--- src/rtl/armaria_pkg.sv ---
// rtl/armaria_pkg.sv - shared load-path codes, FSM state type and decode helpers
//
// Contents:
//   SIZE_*          request size codes (reserved code 3 behaves as a word)
//   SE_*            extension codes consumed by the sign-extension stage
//   load_state_t    load unit FSM states
//   load_is_split   does an access of this size/offset straddle two words
//   load_se_code    extension code for a size/signedness pair
package armaria_pkg;

    localparam logic [1:0] SIZE_BYTE = 2'd0;
    localparam logic [1:0] SIZE_HALF = 2'd1;
    localparam logic [1:0] SIZE_WORD = 2'd2;

    localparam logic [2:0] SE_PASS  = 3'd0;
    localparam logic [2:0] SE_SHALF = 3'd1;
    localparam logic [2:0] SE_SBYTE = 3'd2;
    localparam logic [2:0] SE_ZHALF = 3'd3;
    localparam logic [2:0] SE_ZBYTE = 3'd4;

    typedef enum logic [1:0] {
        LD_IDLE   = 2'd0,
        LD_FIRST  = 2'd1,
        LD_SECOND = 2'd2,
        LD_DONE   = 2'd3
    } load_state_t;

    function automatic logic load_is_split(input logic [1:0] size, input logic [1:0] offset);
        logic split;
        case (size)
            SIZE_BYTE: split = 1'b0;
            SIZE_HALF: split = (offset == 2'd3);
            default:   split = (offset != 2'd0);
        endcase
        return split;
    endfunction

    function automatic logic [2:0] load_se_code(input logic [1:0] size, input logic sign);
        logic [2:0] code;
        case (size)
            SIZE_BYTE: code = sign ? SE_SBYTE : SE_ZBYTE;
            SIZE_HALF: code = sign ? SE_SHALF : SE_ZHALF;
            default:   code = SE_PASS;
        endcase
        return code;
    endfunction

endpackage

--- src/rtl/load_lane_merge.sv ---
// rtl/load_lane_merge.sv - combinational right-justification of a load from one or two words
//
// Ports:
//   w1      in   32  word holding the addressed byte
//   w2      in   32  following word (only consulted when the access is split)
//   offset  in   2   byte offset of the address within w1
//   size    in   2   size code; sub-word results have upper bits zeroed
//   data    out  32  right-justified result
module load_lane_merge
    import armaria_pkg::*;
(
    input  logic [31:0] w1,
    input  logic [31:0] w2,
    input  logic [1:0]  offset,
    input  logic [1:0]  size,
    output logic [31:0] data
);

    // Treat {w2, w1} as one little-endian byte stream and shift the addressed
    // byte to lane 0. A split halfword or word then picks up w2's low bytes.
    logic [31:0] shifted;
    logic        unused_w2_top;

    assign unused_w2_top = ^w2[31:24];

    always_comb begin
        shifted = w1;
        case (offset)
            2'd0: shifted = w1;
            2'd1: shifted = {w2[7:0],  w1[31:8]};
            2'd2: shifted = {w2[15:0], w1[31:16]};
            2'd3: shifted = {w2[23:0], w1[31:24]};
            default: shifted = w1;
        endcase
    end

    always_comb begin
        data = shifted;
        case (size)
            SIZE_BYTE: data = {24'h0, shifted[7:0]};
            SIZE_HALF: data = {16'h0, shifted[15:0]};
            default:   data = shifted;
        endcase
    end

endmodule

--- src/rtl/load_aligner.sv ---
// rtl/load_aligner.sv - multi-cycle load unit: one or two word reads, right-justified result
//
// Ports:
//   clock, reset_n            clock and asynchronous active-low reset
//   req_valid/req_ready       request handshake; req_addr, req_size, req_signed describe it
//   mem_req/mem_addr          word read strobe and word address, held until mem_ready
//   mem_ready/mem_rdata       read completion and little-endian read word
//   out_valid/out_ready       result handshake; out_data, out_se_ctrl stable while valid
module load_aligner
    import armaria_pkg::*;
#(
    parameter int ADDR_WIDTH = 32,
    parameter int DATA_WIDTH = 32
) (
    input  logic                  clock,
    input  logic                  reset_n,
    input  logic                  req_valid,
    output logic                  req_ready,
    input  logic [ADDR_WIDTH-1:0] req_addr,
    input  logic [1:0]            req_size,
    input  logic                  req_signed,
    output logic                  mem_req,
    output logic [ADDR_WIDTH-3:0] mem_addr,
    input  logic                  mem_ready,
    input  logic [DATA_WIDTH-1:0] mem_rdata,
    output logic                  out_valid,
    input  logic                  out_ready,
    output logic [DATA_WIDTH-1:0] out_data,
    output logic [2:0]            out_se_ctrl
);

    load_state_t state;
    logic [1:0]  offset_q;
    logic [1:0]  size_q;
    logic        split_q;
    logic [2:0]  se_q;
    logic [31:0] w1_q;

    logic [31:0] merge_w1;
    logic [31:0] merged;

    // In FIRST the word is still on the bus; in SECOND the first word comes
    // from its capture register and the bus carries the second word.
    assign merge_w1 = (state == LD_FIRST) ? mem_rdata : w1_q;

    load_lane_merge u_merge (
        .w1     (merge_w1),
        .w2     (mem_rdata),
        .offset (offset_q),
        .size   (size_q),
        .data   (merged)
    );

    always_ff @(posedge clock or negedge reset_n) begin
        if (!reset_n) begin
            state       <= LD_IDLE;
            req_ready   <= 1'b1;
            mem_req     <= 1'b0;
            mem_addr    <= '0;
            out_valid   <= 1'b0;
            out_data    <= '0;
            out_se_ctrl <= SE_PASS;
            offset_q    <= 2'd0;
            size_q      <= SIZE_BYTE;
            split_q     <= 1'b0;
            se_q        <= SE_PASS;
            w1_q        <= 32'h0;
        end else begin
            case (state)
                LD_IDLE: begin
                    if (req_valid && req_ready) begin
                        offset_q  <= req_addr[1:0];
                        size_q    <= req_size;
                        split_q   <= load_is_split(req_size, req_addr[1:0]);
                        se_q      <= load_se_code(req_size, req_signed);
                        mem_addr  <= req_addr[ADDR_WIDTH-1:2];
                        mem_req   <= 1'b1;
                        req_ready <= 1'b0;
                        state     <= LD_FIRST;
                    end
                end
                LD_FIRST: begin
                    if (mem_ready) begin
                        w1_q <= mem_rdata;
                        if (split_q) begin
                            // Natural width overflow wraps the top word back to 0.
                            mem_addr <= mem_addr + 1'b1;
                            state    <= LD_SECOND;
                        end else begin
                            mem_req     <= 1'b0;
                            out_data    <= merged;
                            out_se_ctrl <= se_q;
                            out_valid   <= 1'b1;
                            state       <= LD_DONE;
                        end
                    end
                end
                LD_SECOND: begin
                    if (mem_ready) begin
                        mem_req     <= 1'b0;
                        out_data    <= merged;
                        out_se_ctrl <= se_q;
                        out_valid   <= 1'b1;
                        state       <= LD_DONE;
                    end
                end
                LD_DONE: begin
                    if (out_ready) begin
                        out_valid <= 1'b0;
                        req_ready <= 1'b1;
                        state     <= LD_IDLE;
                    end
                end
                default: state <= LD_IDLE;
            endcase
        end
    end

endmodule

--- config.mk ---
export PLATFORM = sky130hd
export DESIGN_NAME = load_aligner
export DESIGN_NICKNAME = d
export VERILOG_FILES = /design/src/rtl/armaria_pkg.sv /design/src/rtl/load_lane_merge.sv /design/src/rtl/load_aligner.sv
export SDC_FILE = /design/constraint.sdc
export NUM_CORES = 1
export LEC_CHECK = 0
export ABC_AREA = 1
export BUFFER_PORTS_ARGS = -buffer_cell sky130_fd_sc_hd__buf_2
export CAP_MARGIN = 20
export CORE_ASPECT_RATIO = 1.2
export CORE_UTILIZATION = 45
export CTS_BUF_LIST = sky130_fd_sc_hd__clkbuf_16
export DETAILED_ROUTE_END_ITERATION = 6
export PLACE_DENSITY = 0.74
export SKIP_LAST_GASP = 1
export SLEW_MARGIN = 20
export SYNTH_ARGS = -nofsm -noshare
export SYNTH_HDL_FRONTEND = slang
export SYNTH_SLANG_ARGS = --single-unit
--- constraint.sdc ---
create_clock -name clock -period 4.4 [get_ports clock]
set_clock_uncertainty 0.15 [all_clocks]
set_input_delay 0.88 -clock clock [delete_from_list [all_inputs] [get_ports clock]]
set_output_delay 0.88 -clock clock [all_outputs]
set_load 0.02 [all_outputs]
# == After elaboration in Yosys (flattened, before gate mapping) ==
# Cells that the tools add are included.
# word_totals
ff_bits,110
word_cells,85
# op_classes
n_addsub,1
n_eq_ne,15
muxes,38
reduce_logical,19
# op_table
op,n
$mux 32,4
$pmux 32 s2,2
$pmux 32 s4,1
$mux 30,3
$pmux 30 s2,1
$add 30x1->30 const B,1
$mux 3,4
$ne 2x2->1 const B,6
$pmux 3 s2,2
$reduce_and 4->1,3
$mux 1,11
$eq 2x2->1 const B,5
$mux 2,5
$reduce_and 5->1,2
$eq 2x1->1 const B,4
$logic_not 2->1,4
$pmux 2 s4,1
$reduce_bool 2->1,4
$pmux 1 s3,2
$reduce_bool 3->1,2
$pmux 1 s2,2
$reduce_and 2->1,2
$reduce_and 3->1,1
$logic_and 1x1->1,1

# == Longest topological paths before layout ==
# logic_depth
depth_word,7
depth_mapped,11
ltp_nobuf,11

# == Cells and area by module ==
# Synthesis repeated with hierarchy kept, for this count alone.
# unflattened
hier_cells,999
area_unflattened_um2,7126.8
# by_module_without_submodules
module,instances,cells_each,area_per_inst_um2,seq_area_each_um2
load_aligner,1,737,5908.2,2753.9
load_lane_merge,1,262,1218.7,0.0

# == Worst setup path after synthesis ==
# Ideal clock, no wire load.
# synth_path
kind,input -> register
from,input port req_valid
to,register mem_addr[18]
setup_time_ns,0.113
arrival_time_ns,1.729
slack_ns,2.409
path_stages,8
n_path_buf,1
cell_sequence,inv_1 -> o21ai_1 -> nand3b_1 -> buf_2 -> a21oi_1 -> nand2_1 -> nand2_1 -> inv_1
# synth_via
elab_chain_len,3
# synth_rtl
item,line_no,rtl
start: declaration,load_aligner.sv:17,"input logic req_valid,"
$logic_and 1x1->1,load_aligner.sv:71,if (req_valid && req_ready) begin
$ne 2x2->1 (no line),-,
$reduce_and 4->1 (no line),-,
end signal: assignment,load_aligner.sv:76,mem_addr <= req_addr[ADDR_WIDTH-1:2];
end signal: assignment,load_aligner.sv:87,mem_addr <= mem_addr + 1'b1;
end: declaration,load_aligner.sv:23,"output logic [ADDR_WIDTH-3:0] mem_addr,"
# No other way between the ends.
# A chain may end at the register's enable or synchronous reset.

# == Final worst setup path ==
# layout_path
from,register state[1]
to,register mem_addr[9]
# layout_via
elab_chain_len,3
elab_cells_between_ends,8
# layout_rtl
item,line_no,rtl
start: declaration,load_aligner.sv:32,load_state_t state;
start signal: assignment,load_aligner.sv:56,state <= LD_IDLE;
start signal: assignment,load_aligner.sv:79,state <= LD_FIRST;
start signal: assignment,load_aligner.sv:88,state <= LD_SECOND;
$eq 2x1->1 / $logic_not 2->1 (equally long branches),load_aligner.sv:69,case (state)
$ne 2x2->1 (no line) / $reduce_bool 2->1 (equally long branches),-,
$reduce_and 4->1 (no line),-,
# Parallel ways exist; a longest one is shown, timed or not.

==> key figures <==
Worst setup path
  • Crit Path Category: flop to flop
  • Highest cell delay on the worst timing path: 490 ps
  • Kind of end point of the critical path: flop
  • Number of buffer and inverter instances along the worst setup path: 5
  • Critical-path cell with the highest stage delay: sky130_fd_sc_hd__inv_2
  • Critical path required time: 4500 ps
  • Path depth of the worst reg2reg path: 10
  • Data arrival time of the critical path: 2990 ps
  • Cell chain of the critical path: inv_1 > ha_4 > inv_2 > nor2_1 > nand3b_1 > buf_4 > inv_2 > o21ai_0 > o21ai_0 > inv_1
  • Critical R2R Capture: mem_addr[9]
  • Worst reg2reg startpoint: state[1]
  • CP startpoint kind: flop
  • Maximum fanout encountered on the critical timing path: 35
  • Critical path's top delay family: buffers and inverters
  • Slack of the worst reg-to-reg path: 1510 ps

Clocking
  • Buffer depth of the longest clock path: 2
  • Clock net sink count: 110
  • Cts bufs inserted: 9
  • Root buf cell: sky130_fd_sc_hd__clkbuf_16
  • Clock edge transition at the registers on the reported setup and hold paths: 80 ps
  • Post-CTS Setup Repair Bufs: 0
  • Skew-Pair Late Insertion Delay: 360 ps
  • Number of hold buffers added after cts: 0
  • H-Tree Depth: 3
  • Number of gates given a new drive strength after cts: 0
  • Clock tree from TritonCTS: yes

Drt
  • DRC violation total after the first TritonRoute iteration: 621
  • Ratio of routed vias to standard cells: 5.45
  • Via Count: 6904
  • DRC violation count after routing: 0
  • Routed wire length per instance: 16.1 microns
  • Number of nets still failing antenna checks after routing: 0
  • First-pass detailed-route iteration total: 5
  • Wire length reported by the detailed router: 20400 microns

Pwr
  • Power share of the clock group: 13.2%
  • Leakage power total: 3.90 nW
  • Internal power consumption: 2.85 mW
  • Logic gate share of total power: 54.6%
  • Reg power frac: 32.2%
  • Peak ir drop on the vdd network: 0.757 mV
  • Pwr Total: 5.90 mW
  • Switching Fraction: 51.8%
  • Switching pwr: 3.06 mW
  • PD cells: 771 nW/um^2

Die
  • Initial core utilization: 46.1%
  • Count of pins on the block boundary: 140
  • Die area: 15200 sq um
  • Die outline height: 135 microns
  • Horizontal die dimension: 113 microns
  • Number of core rows: 48
  • Core region area: 14400 sq um

Hold path
  • Type of the worst min-delay path: flop to flop
  • Number of instances on the worst hold path: 2
  • Origin of the worst min-delay path: out_data[8]
  • Worst Hold End: out_data[8]

Synthesis
  • Yosys warns: 0
  • Netlist area before placement: 6610 sq um
  • Share of Yosys cell area claimed by the top area cell type: 41.2%
  • Biggest area consumer among synthesized cells: sky130_fd_sc_hd__dfrtp_1
  • Syn Nets: 1052
  • Post-synthesis cell type count: 37
  • Synth Flop Type: sky130_fd_sc_hd__dfrtp_1
  • Top area cells in the synthesized netlist: sky130_fd_sc_hd__dfrtp_1 41%, sky130_fd_sc_hd__nand2_1 19%, sky130_fd_sc_hd__o21ai_0 6.8%
  • Top post-synthesis cells by count: 339 x sky130_fd_sc_hd__nand2_1, 109 x sky130_fd_sc_hd__dfrtp_1, 107 x sky130_fd_sc_hd__nor2_1, 92 x sky130_fd_sc_hd__inv_1, 90 x sky130_fd_sc_hd__o21ai_0
  • Number of flops mapped to enable cells by yosys: 0
  • Proportion of synthesized chip area in sequential cells: 41.6%
  • Post-synthesis instance total: 974
  • Synth Register Bits: 110
  • Async set-or-reset flop fraction in the synthesized netlist: 100%
  • Average footprint of a synthesized cell: 6.79 sq um
  • Most numerous cell in the Yosys netlist: sky130_fd_sc_hd__nand2_1

Placement
  • Post-DP Area: 7380 sq um
  • Post-DP HPWL: 14500 microns
  • Count of placed standard cells including taps: 1251
  • Number of I/O port buffers: 139
  • Final RePlAce weighted congestion: 0.948
  • Setup slack at placement: 1550 ps

STA
  • Tightest Pin Transition: 1000 ps
  • Final count of pins violating max slew: 0
  • Setup repair after global routing missed its margin: false
  • Final setup viols: 0
  • Final worst hold slack: 333 ps
  • Hold Vio Cnt, Final: 0
  • Worst-case headroom to the max-slew limit: 33.1%
  • Aggregate negative setup slack: 0 ps
  • Portion of the clock cycle consumed by the worst path in the final layout: 65.7%
  • Min Tclk post-route: 2890 ps
  • Achievable Freq: 0.346 GHz
  • Final worst-path setup slack: 1510 ps

Global route
  • Gr usage total: 27.3%
  • Remaining global-route overflow: 0
  • Via count of the first global-routing pass: 6268
  • Maximum number of pins on one net before global-route repair: 100
  • Wire length of the first global-routing pass: 31900 microns
  • Antenna violations before repair: 0

Cells and area
  • Footprint of the multi-input gates: 3290 sq um
  • Utilization after layout: 53.3%
  • Fill cell instance count of the final layout: 1421
  • Storage element area: 2750 sq um
  • Fin nets: 1165
  • Number of cells in the finished layout apart from fillers: 1267
  • Ant diodes: 0
  • Post-Layout Inst Area: 7650 sq um
  • Area growth, synth to finish: 15.8%
  • Fraction of layout instances using a drive strength above 1: 16.5%

Outcome
  • Outcome: complete, no violations

Flow run
  • Count of maximum capacitance violations: 0
worst min-delay path, delay by kind of cell, from the launching register on:
family,cells,cell delay (ps)
simple gates,2,110
flops,1,340
registers in the layout, indices dropped and copies added (netlist names):
| name | flops |
|---|---|
| out_valid | 1 |
| out_data | 32 |
| req_ready | 1 |
| state | 2 |
| out_se_ctrl | 3 |
| mem_req | 1 |
| offset_q | 2 |
| split_q | 1 |
| size_q | 2 |
| w1_q | 32 |
| mem_addr | 30 |
| se_q | 3 |
worst max path at each step:
stage,depth (start not counted),endpoint,start
after floorplan,8,mem_addr[18],req_valid
after global placement,5,out_data[6],mem_ready
after global routing,10,mem_addr[9],state[1]
after CTS,10,mem_addr[9],state[1]
after detailed placement,10,mem_addr[9],state[1]
final,10,mem_addr[9],state[1]
layout make-up:
class	count	area share, %
Sequential cell	110	36.0
Timing Repair Buffer	145	9.87
Tap cell	175	2.86
Inverter	97	4.76
Multi-Input combinational cell	724	42.9
Clock buffer	9	2.94
Clock inverter	7	0.670
cell usage in the layout, fill, tap and decap left out, drive strengths merged, types with 5 or more instances in the layout:
master,count
or2,5
o211ai,17
ha,6
nand2,340
nand3,37
o22ai,7
nor3,5
a31oi,5
inv,98
buf,145
a21oi,55
o221ai,7
nand4,5
dfrtp,109
o21ai,115
nor2,110
clkbuf,9
power groups by stage:
| stage | Combinational (mW) | Clock (mW) | Sequential (mW) |
|---|---|---|---|
| after global placement | 3.14 | 0 | 1.90 |
| after global routing | 3.58 | 0.832 | 1.95 |
| final | 3.22 | 0.777 | 1.90 |
| after floorplan | 1.99 | 0 | 2.12 |
| after CTS | 3.20 | 0.796 | 1.89 |
| after detailed placement | 3.19 | 0 | 1.90 |
layer usage:
metal | vias up | track usage (%) | share of wire, %
li1 | 3359 | - | -
met1 | 3167 | 34.1 | 41
met2 | 311 | 44.1 | 47
met3 | 67 | 3.99 | 6.5
met4 | 0 | 17.8 | 5.5
met5 | - | 0 | 0
cell families after synthesis:
family | synth area share [%]
xor gates and xnor gates | 0.132
adders and majority gates | 1.14
DFF | 41.6
buffers and inverters | 8.86
and+or+nand+nor | 30.3
AOI/OAI and AO/OA | 17.7
muxes | 0.170
(Power assumes the default switching activity.)
